--- src/rtl/clockgater_ctrl.sv ---
`default_nettype none
// ============================================================================
// Module   : clockgater_ctrl
// Purpose  : N-channel auto clock-gating controller with quiesce handshake.
// Revision : 1.0 - initial release
// ============================================================================

// ----------------------------------------------------------------------------
// clockgater_ctrl_cell : latch-AND gate; enable is captured while clk is low.
// ----------------------------------------------------------------------------
module clockgater_ctrl_cell (
    input  logic clk,
    input  logic en_i,
    output logic eclk_o
);

    logic en_lat_q;

    always_latch begin
        if (!clk) begin
            en_lat_q <= en_i;
        end
    end

    assign eclk_o = en_lat_q & clk;

endmodule

// ----------------------------------------------------------------------------
// clockgater_ctrl : per-channel RUN/DRAIN/GATED/WAKE FSM with idle counter.
// ----------------------------------------------------------------------------
module clockgater_ctrl #(
    parameter bit FPGA  = 1'b0,
    parameter int N     = 4,
    parameter int IDLEW = 8
) (
    input  logic             clk,
    input  logic             reset_n,
    input  logic             GateEn_i,
    input  logic [IDLEW-1:0] IdleThresh_i,
    input  logic [N-1:0]     Activity_i,
    input  logic [N-1:0]     ForceOn_i,
    input  logic             SE_i,
    input  logic [N-1:0]     GateAck_i,
    output logic [N-1:0]     GateReq_o,
    output logic [N-1:0]     Gated_o,
    output logic [N-1:0]     ECLK_o
);

    typedef enum logic [1:0] {
        ST_RUN   = 2'd0,
        ST_DRAIN = 2'd1,
        ST_GATED = 2'd2,
        ST_WAKE  = 2'd3
    } state_e;

    localparam logic [IDLEW-1:0] c_CNT_MAX = '1;
    localparam logic [IDLEW:0]   c_ONE_EXT = (IDLEW+1)'(1);

    logic           w_global_wake;
    logic [IDLEW:0] w_thresh_ext;

    assign w_global_wake = ~GateEn_i | (IdleThresh_i == '0);
    assign w_thresh_ext  = {1'b0, IdleThresh_i};

    for (genvar g = 0; g < N; g++) begin : g_ch
        state_e           state_q, state_d;
        logic [IDLEW-1:0] cnt_q, cnt_d;
        logic             w_wake;
        logic             w_idle_done;
        logic             w_en;

        assign w_wake = Activity_i[g] | ForceOn_i[g] | w_global_wake;
        // Extended compare so a saturated count still meets an all-ones threshold.
        assign w_idle_done = (({1'b0, cnt_q} + c_ONE_EXT) >= w_thresh_ext);

        always_ff @(posedge clk) begin
            if (!reset_n) begin
                state_q <= ST_RUN;
                cnt_q   <= '0;
            end else begin
                state_q <= state_d;
                cnt_q   <= cnt_d;
            end
        end

        always_comb begin
            state_d = state_q;
            cnt_d   = cnt_q;
            case (state_q)
                ST_RUN: begin
                    if (w_wake) begin
                        cnt_d = '0;
                    end else begin
                        if (cnt_q != c_CNT_MAX) begin
                            cnt_d = cnt_q + 1'b1;
                        end
                        if (w_idle_done) begin
                            state_d = ST_DRAIN;
                        end
                    end
                end
                ST_DRAIN: begin
                    if (w_wake) begin
                        state_d = ST_RUN;
                        cnt_d   = '0;
                    end else if (GateAck_i[g]) begin
                        state_d = ST_GATED;
                    end
                end
                ST_GATED: begin
                    if (w_wake) begin
                        state_d = ST_WAKE;
                    end
                end
                ST_WAKE: begin
                    state_d = ST_RUN;
                    cnt_d   = '0;
                end
                default: begin
                    state_d = ST_RUN;
                    cnt_d   = '0;
                end
            endcase
        end

        assign GateReq_o[g] = (state_q == ST_DRAIN);
        assign Gated_o[g]   = (state_q == ST_GATED) | (state_q == ST_WAKE);
        // Reset forces the enable so gated units see clocks during reset.
        assign w_en         = (state_q != ST_GATED) | SE_i | ~reset_n;

        if (FPGA) begin : g_fpga
`ifdef CLOCKGATER_XILINX_PRIMS
            BUFGCE u_bufgce (
                .I  (clk),
                .CE (w_en),
                .O  (ECLK_o[g])
            );
`else
            clockgater_ctrl_cell u_cell (
                .clk    (clk),
                .en_i   (w_en),
                .eclk_o (ECLK_o[g])
            );
`endif
        end else begin : g_latch
            clockgater_ctrl_cell u_cell (
                .clk    (clk),
                .en_i   (w_en),
                .eclk_o (ECLK_o[g])
            );
        end
    end

endmodule
`default_nettype wire

--- config.mk ---
export PLATFORM = sky130hd
export DESIGN_NAME = clockgater_ctrl
export DESIGN_NICKNAME = d
export VERILOG_FILES = /design/src/rtl/clockgater_ctrl.sv
export SDC_FILE = /design/constraint.sdc
export NUM_CORES = 1
export LEC_CHECK = 0
export ABC_CLOCK_PERIOD_IN_PS = 3100
export CAP_MARGIN = 15
export CORE_AREA = 2 2 79 81
export DETAILED_ROUTE_END_ITERATION = 6
export DIE_AREA = 0 0 81 83
export PLACE_DENSITY = 0.81
export SYNTH_ARGS = -nofsm -noshare
export SYNTH_HDL_FRONTEND = slang
export SYNTH_SLANG_ARGS = --single-unit
--- constraint.sdc ---
create_clock -name clk -period 3.1 [get_ports clk]
set_clock_uncertainty 0.2 [all_clocks]
set_input_delay 0.465 -clock clk [delete_from_list [all_inputs] [get_ports clk]]
set_output_delay 0.465 -clock clk [all_outputs]
set_load 0.01 [all_outputs]
-- Word level (Yosys, flattened, before mapping)
Cells that the tools add are included.
- latch bits: 4
- register bits after elaboration: 40
- output and inout bits: 12
- word-level logic and storage cells: 156
- bitwise logic cells: 27
- mux-type cells: 44
- reductions and logical operators: 17
- order comparisons: 4
- add/sub/neg operators: 8
- equal/unequal tests: 44
- operators with widths (kind ; number):
    8-bit two-way mux ; 12
    8-bit one-hot mux with 3 select lines ; 4
    2-bit two-way mux ; 20
    8-bit by 1-bit adder with 9-bit output, second input constant ; 4
    9-bit by 8-bit greater-or-equal comparator with 1-bit output ; 4
    8-bit by 1-bit adder with 8-bit output, second input constant ; 4
    2-bit != test, second input constant ; 16
    8-bit != test, second input constant ; 4
    2-bit one-hot mux with 4 select lines ; 4
    1-bit bitwise OR ; 21
    2-bit == test, second input constant ; 8
    4-bit AND reduction ; 4
    3-bit by 2-bit != test with 1-bit output, second input constant ; 4
    3-bit != test, second input constant ; 4
    3-bit AND reduction ; 4
    3-bit nonzero test ; 4
    2-bit by 1-bit == test with 1-bit output, second input constant ; 4
    2-bit logical NOT ; 4
    8-bit logical NOT ; 1
    2-bit by 1-bit != test with 1-bit output, second input constant ; 4
    1-bit AND ; 4
    1-bit two-way mux ; 4
    1-bit inverter ; 2

-- Longest topological paths before layout
Gate-level depths: netlist of the first run.
- depth after elaboration: 5
- gate-level depth with buffers: 10

-- Hierarchy
A second synthesis of the first run with hierarchy kept.
- cells, all modules: 391
- area total of the unflattened synthesis: 3171.8 µm²
- modules (own cells, without submodules) (module ; instances ; cells each ; area each (µm²)):
    clockgater_ctrl ; 1 ; 383 ; 3086.7
    clockgater_ctrl_cell ; 4 ; 2 ; 21.3

==> results of run 1 <==
## flip-flops by register name, summed over array words and instances, names as in the netlist, named ones only
name,flops
g_ch.cnt_q,32
g_ch.g_latch.u_cell.en_lat_q,4
g_ch.state_q,4
## cell type report
class                      count  area, um2
inverter                      19       71.3
fill                         476       1980
sequential                    44        861
tap                           75       93.8
multi-input combinational    312       2250
clock inverter                 2       33.8
timing repair buffer          38        363
clock buffer                  14        164
## final timing paths
path                                              start  cells past startpoint                                          to
max reg2reg                                        flop                      2  g_ch[0].g_latch.u_cell.en_lat_q$_DLATCH_N_
max          g_ch[0].g_latch.u_cell.en_lat_q$_DLATCH_N_                      2                                   ECLK_o[0]
min reg2reg               g_ch[1].cnt_q[1]$_SDFFE_PN0P_                      2               g_ch[1].cnt_q[1]$_SDFFE_PN0P_
min                       g_ch[1].cnt_q[1]$_SDFFE_PN0P_                      2               g_ch[1].cnt_q[1]$_SDFFE_PN0P_
## worst max-delay path, stage by stage, from the launching register on
cell	delay (ps)
dlxtn_1	400
and2_4	140
buf_6	100
## Yosys cell counts, types with 6 or more instances
cell	instances	area [um2]
nor2b_1	13	81.3
clkbuf_1	9	33.8
dfxtp_1	40	801
a21oi_1	15	75.1
nand2_1	26	97.6
nand4_1	11	68.8
a31oi_1	6	37.5
o21ai_0	29	145
inv_1	19	71.3
nand3_1	36	180
ha_1	36	450
and3_1	12	75.1
xor2_1	9	78.8
xnor2_1	15	131
or3_1	6	37.5
o21ai_1	6	30.0
nor2_1	13	48.8
nand2b_1	9	56.3
## layer usage
metal / share of wire, % / wire [um]
met1: 43 / 3580
met2: 48 / 3940
met3: 6.5 / 534
met4: 2.1 / 172
met5: 0 / 0
## cell families after synthesis
kind of cell               share of synthesized area (%)
latches                                             1.82
DFF                                                 24.3
AOI/OAI and AO/OA                                   21.6
xor gates and xnor gates                            6.39
adders and majority gates                           13.7
buffers and inverters                               5.70
and+or+nand+nor                                     25.5
muxes                                              0.912
## power groups by stage
stage / sequential (mW) / clock (mW) / combinational, mW
after floorplan: 0.565 / 0.142 / 0.0625
after global placement: 0.565 / 0.166 / 0.120
after detailed placement: 0.565 / 0.166 / 0.124
after CTS: 0.552 / 0.789 / 0.125
after global routing: 0.552 / 0.823 / 0.137
final: 0.552 / 0.778 / 0.127
## through the flow
step / std cells / cell area [um2] / total power, mW / setup WS (ps)
floorplan: 395 / 3290 / 0.769 / 307
global placement: 492 / 3670 / 0.851 / -103
detailed placement: 492 / 3670 / 0.855 / -111
CTS: 504 / 3830 / 1.47 / -177
global route: 504 / 3830 / 1.51 / -209
finish: 504 / 3830 / 1.46 / -174
## repair_timing
action / 4_1_cts / 5_1_grt
gates resized for setup: 18 / 0
pin swaps: 4 / 0
setup endpoints to repair: 8 / 8
==> impl_metrics.ini, run 1 <==
[outcome]
status = complete, but fails checks
violations = negative setup slack

[global_routing]
grt_use_met2_pct = 41.4
use_met1_pct = 31.7
first_global_vias = 2943
track_usage_pct = 26.0
grtUsageMet3_pct = 7.93
grt_overflow_total = 0
top_usage_layer = met2
grt_pass1_wl_um = 13500
grt_antenna_before_repair = 0
grt_max_degree = 21

[sta]
hold_viol = 0
whs_ps = 300
slew_headroom_pct = 43.3
setup_tns_ps = -638
tightest_slew_ps = 849
layout_setup_ws_ps = -174
finalSetupViolCount = 8
rsz0062_at_grt = yes
slew_violations = 0

[setup_path]
path_class = latch to primary output
path_max_fanout = 1
cp-end-kind = primary output
critPathLaunchType = latch
r2r_slack_ps = 500
crit_arrival_ps = 2610
critPathRequiredTime_ps = 2430

[floorplan]
num_io_pins = 36
rows = 28
die_w_um = 81
die_h_um = 83
start_util_pct = 56.6
core_area_um2 = 5820
dieArea_um2 = 6720

[final_layout]
drive_gt1_share_pct = 11.2
utilization_pct = 65.9
area_delta_synth_final_pct = 16.4
final_cell_mix = 40 x dfxtp_1, 36 x nand3_1, 36 x ha_1
fin_nets = 488
mostFrequentLayoutCell = dfxtp_1
num_antenna_cells = 0

[placement]
dp_hpwl_um = 6060
gp_congestion = 0.821
io_buffers = 35

[yosys]
syn_inst = 395
avgSynthCellArea_um2 = 8.33
yosysUniqueCellTypes = 62
ys_ff_latch = 44
synth_edf_count = 0
synthArstFlopShare_pct = 0
syn_area_um2 = 3290
yosys_warnings = 0
synth_top_flop_cell = dfxtp_1
synth_nets = 455

[power_and_ir_drop]
pwr-share-clk_pct = 53.4
peakVddDrop_v = 0.000315
switching_share_pct = 26.9
pwr-share-comb_pct = 8.7
p_switching_mw = 0.392
p_leak_nw = 1.62
pwr-share-seq_pct = 37.9
pwr_density_cell_nw_per_um2 = 380
intPower_mw = 1.06

[drt]
via_count = 3078
firstDrtPassIters = 5
avgRoutedWirePerCell_um = 16.3
drt_iter0_markers = 193
ant_nets = 0
drc_errors = 0
wl_um = 8230
vias_per_cell = 6.11

[clock_network]
clkLatencyLatePin_ps = 400
cts_tree = yes
clkTransAtPathRegs_ps = 80
cts_hold_buf = 0
cts_setup_buffers = 0

[worst_hold_path]
hold_path_class = flop to flop

[job]
max_cap_violations = 0
Power figures use the tool's default switching activity.
==> inputs of run 2 (changes only) <==
Settings changed: GPL_TIMING_DRIVEN set to 0.
==> run 2 against run 1 <==
Compared with the run above:
- the flow still finishes with violations (negative setup slack)
- cell area is 0.65% higher
- non-clock buffer count rose by 9
- cell count is 1.8% higher
- global-route usage is 0.18 points lower
- first-iteration DRC count increased by 7.8%
==> impl_metrics.ini, run 2 (same netlist as run 1, synthesis figures left out) <==
[clock_network]
clkLatencyLatePin_ps = 410
cts_setup_buffers = 0
cts_tree = yes
cts_hold_buf = 0
clkTransAtPathRegs_ps = 80

[floorplan]
num_io_pins = 36
die_w_um = 81
dieArea_um2 = 6720
start_util_pct = 56.6
die_h_um = 83
core_area_um2 = 5820
rows = 28

[drt]
drt_iter0_markers = 208
avgRoutedWirePerCell_um = 16.1
vias_per_cell = 6.06
ant_nets = 0
via_count = 3108
drc_errors = 0
wl_um = 8260
firstDrtPassIters = 5

[final_layout]
num_antenna_cells = 0
regMostFlops = g_ch.cnt_q
final_cell_mix = 40 x dfxtp_1, 36 x nand3_1, 36 x ha_1
drive_gt1_share_pct = 11.2
design_area_um2 = 3860
mostFrequentLayoutCell = dfxtp_1
instances_no_fill = 513
largest_reg_flops = 32
fin_nets = 497
n_fill_cell = 488
area_delta_synth_final_pct = 17.2
utilization_pct = 66.3
reg_top3 = g_ch.cnt_q x32, g_ch.g_latch.u_cell.en_lat_q x4, g_ch.state_q x4

[global_routing]
grt_antenna_before_repair = 0
grt_max_degree = 13
grt_pass1_wl_um = 13600
track_usage_pct = 25.8
first_global_vias = 2925
grt_overflow_total = 0

[job]
max_cap_violations = 0

[outcome]
status = complete, but fails checks
violations = negative setup slack

[sta]
slew_headroom_pct = 40.9
slew_violations = 0
hold_viol = 0
layout_setup_ws_ps = -159
whs_ps = 286
finalSetupViolCount = 8
tightest_slew_ps = 885
rsz0062_at_grt = yes

[setup_path]
rr_endpoint = g_ch[1].g_latch.u_cell.en_lat_q$_DLATCH_N_
r2r_slack_ps = 340
critPathRequiredTime_ps = 2430
path_class = latch to primary output
reg2reg_depth = 2
cp-end-kind = primary output
critPathLaunchType = latch
path_max_fanout = 1
endpoint = ECLK_o[0]
crit_start = g_ch[0].g_latch.u_cell.en_lat_q$_DLATCH_N_
crit_arrival_ps = 2590

[power_and_ir_drop]
total_power_mw = 1.44
pwr_density_cell_nw_per_um2 = 373
peakVddDrop_v = 0.000402
p_leak_nw = 1.62

[placement]
dp_hpwl_um = 5930
io_buffers = 35
dp.cells = 505
post_dp_cell_area_um2 = 3740
gp_congestion = 0.834

[worst_hold_path]
hold_path_class = flop to flop
-- run 2: cell types whose count changed in the layout (fill, tap and decap cells not counted), sizes merged --
cell	before	now
clkbuf	10	22
clkinv	1	0
buf	11	10
bufinv	1	0
-- run 2: power by group --
| group | leakage [nW] | switching, mW | internal (mW) |
|---|---|---|---|
| Sequential | 0.356 | 0.00209 | 0.550 |
| Combinational | 1.15 | 0.0709 | 0.0551 |
| Clock | 0.111 | 0.325 | 0.436 |
-- run 2: worst min path at each step --
stage	startpoint	cells after the start	endpoint
global route	g_ch[3].cnt_q[6]$_SDFFE_PN0P_	2	g_ch[3].cnt_q[6]$_SDFFE_PN0P_
floorplan	g_ch[1].cnt_q[1]$_SDFFE_PN0P_	2	g_ch[1].cnt_q[1]$_SDFFE_PN0P_
detailed placement	g_ch[1].cnt_q[1]$_SDFFE_PN0P_	2	g_ch[1].cnt_q[1]$_SDFFE_PN0P_
CTS	g_ch[1].cnt_q[1]$_SDFFE_PN0P_	2	g_ch[1].cnt_q[1]$_SDFFE_PN0P_
finish	g_ch[1].cnt_q[1]$_SDFFE_PN0P_	2	g_ch[1].cnt_q[1]$_SDFFE_PN0P_
global placement	g_ch[1].cnt_q[1]$_SDFFE_PN0P_	2	g_ch[1].cnt_q[1]$_SDFFE_PN0P_
-- run 2: repair_timing --
item	CTS	global route
resized for setup	24	1
setup endpoints to repair	8	8
hold endpoints to repair	0	0
gates cloned	0	0
pin swaps	4	1
-- run 2: routing by layer --
layer / up-vias / routed length, um / global-route usage, %
met3: 18 / 547 / 6.96
met5: - / 0 / 0
met4: 0 / 143 / 9.86
met2: 115 / 3790 / 40.0
met1: 1447 / 3790 / 33.7
li1: 1528 / - / -
-- run 2: critical path, cell delays in order, from the launching register on --
cell	delay, ps
dlxtn_2	400
and2_4	130
buf_6	90
-- run 2: layout make-up --
| class | count | area (um2) | share of cell area, % |
|---|---|---|---|
| Buffer | 16 | 86.3 | 2.24 |
| Clock buffer | 16 | 180 | 4.67 |
| Inverter | 19 | 71.3 | 1.85 |
| Multi-Input combinational cell | 312 | 2250 | 58.4 |
| Sequential cell | 44 | 862 | 22.3 |
| Tap cell | 75 | 93.8 | 2.43 |
| Timing Repair Buffer | 31 | 310 | 8.04 |
-- run 2: stage by stage --
step | setup WS, ps | setup TNS, ps
after floorplan | 307 | 0
after global placement | -189 | -754
after detailed placement | -193 | -760
after CTS | -164 | -622
after global routing | -188 | -732
final | -159 | -612
==> inputs of run 3 (changes only) <==
Settings changed: ABC_CLOCK_PERIOD_IN_PS 3100 to unset, SLEW_MARGIN set to 0.
==> results of run 3 <==
The final DEF is identical to that of run 2; final timing and power are the same.
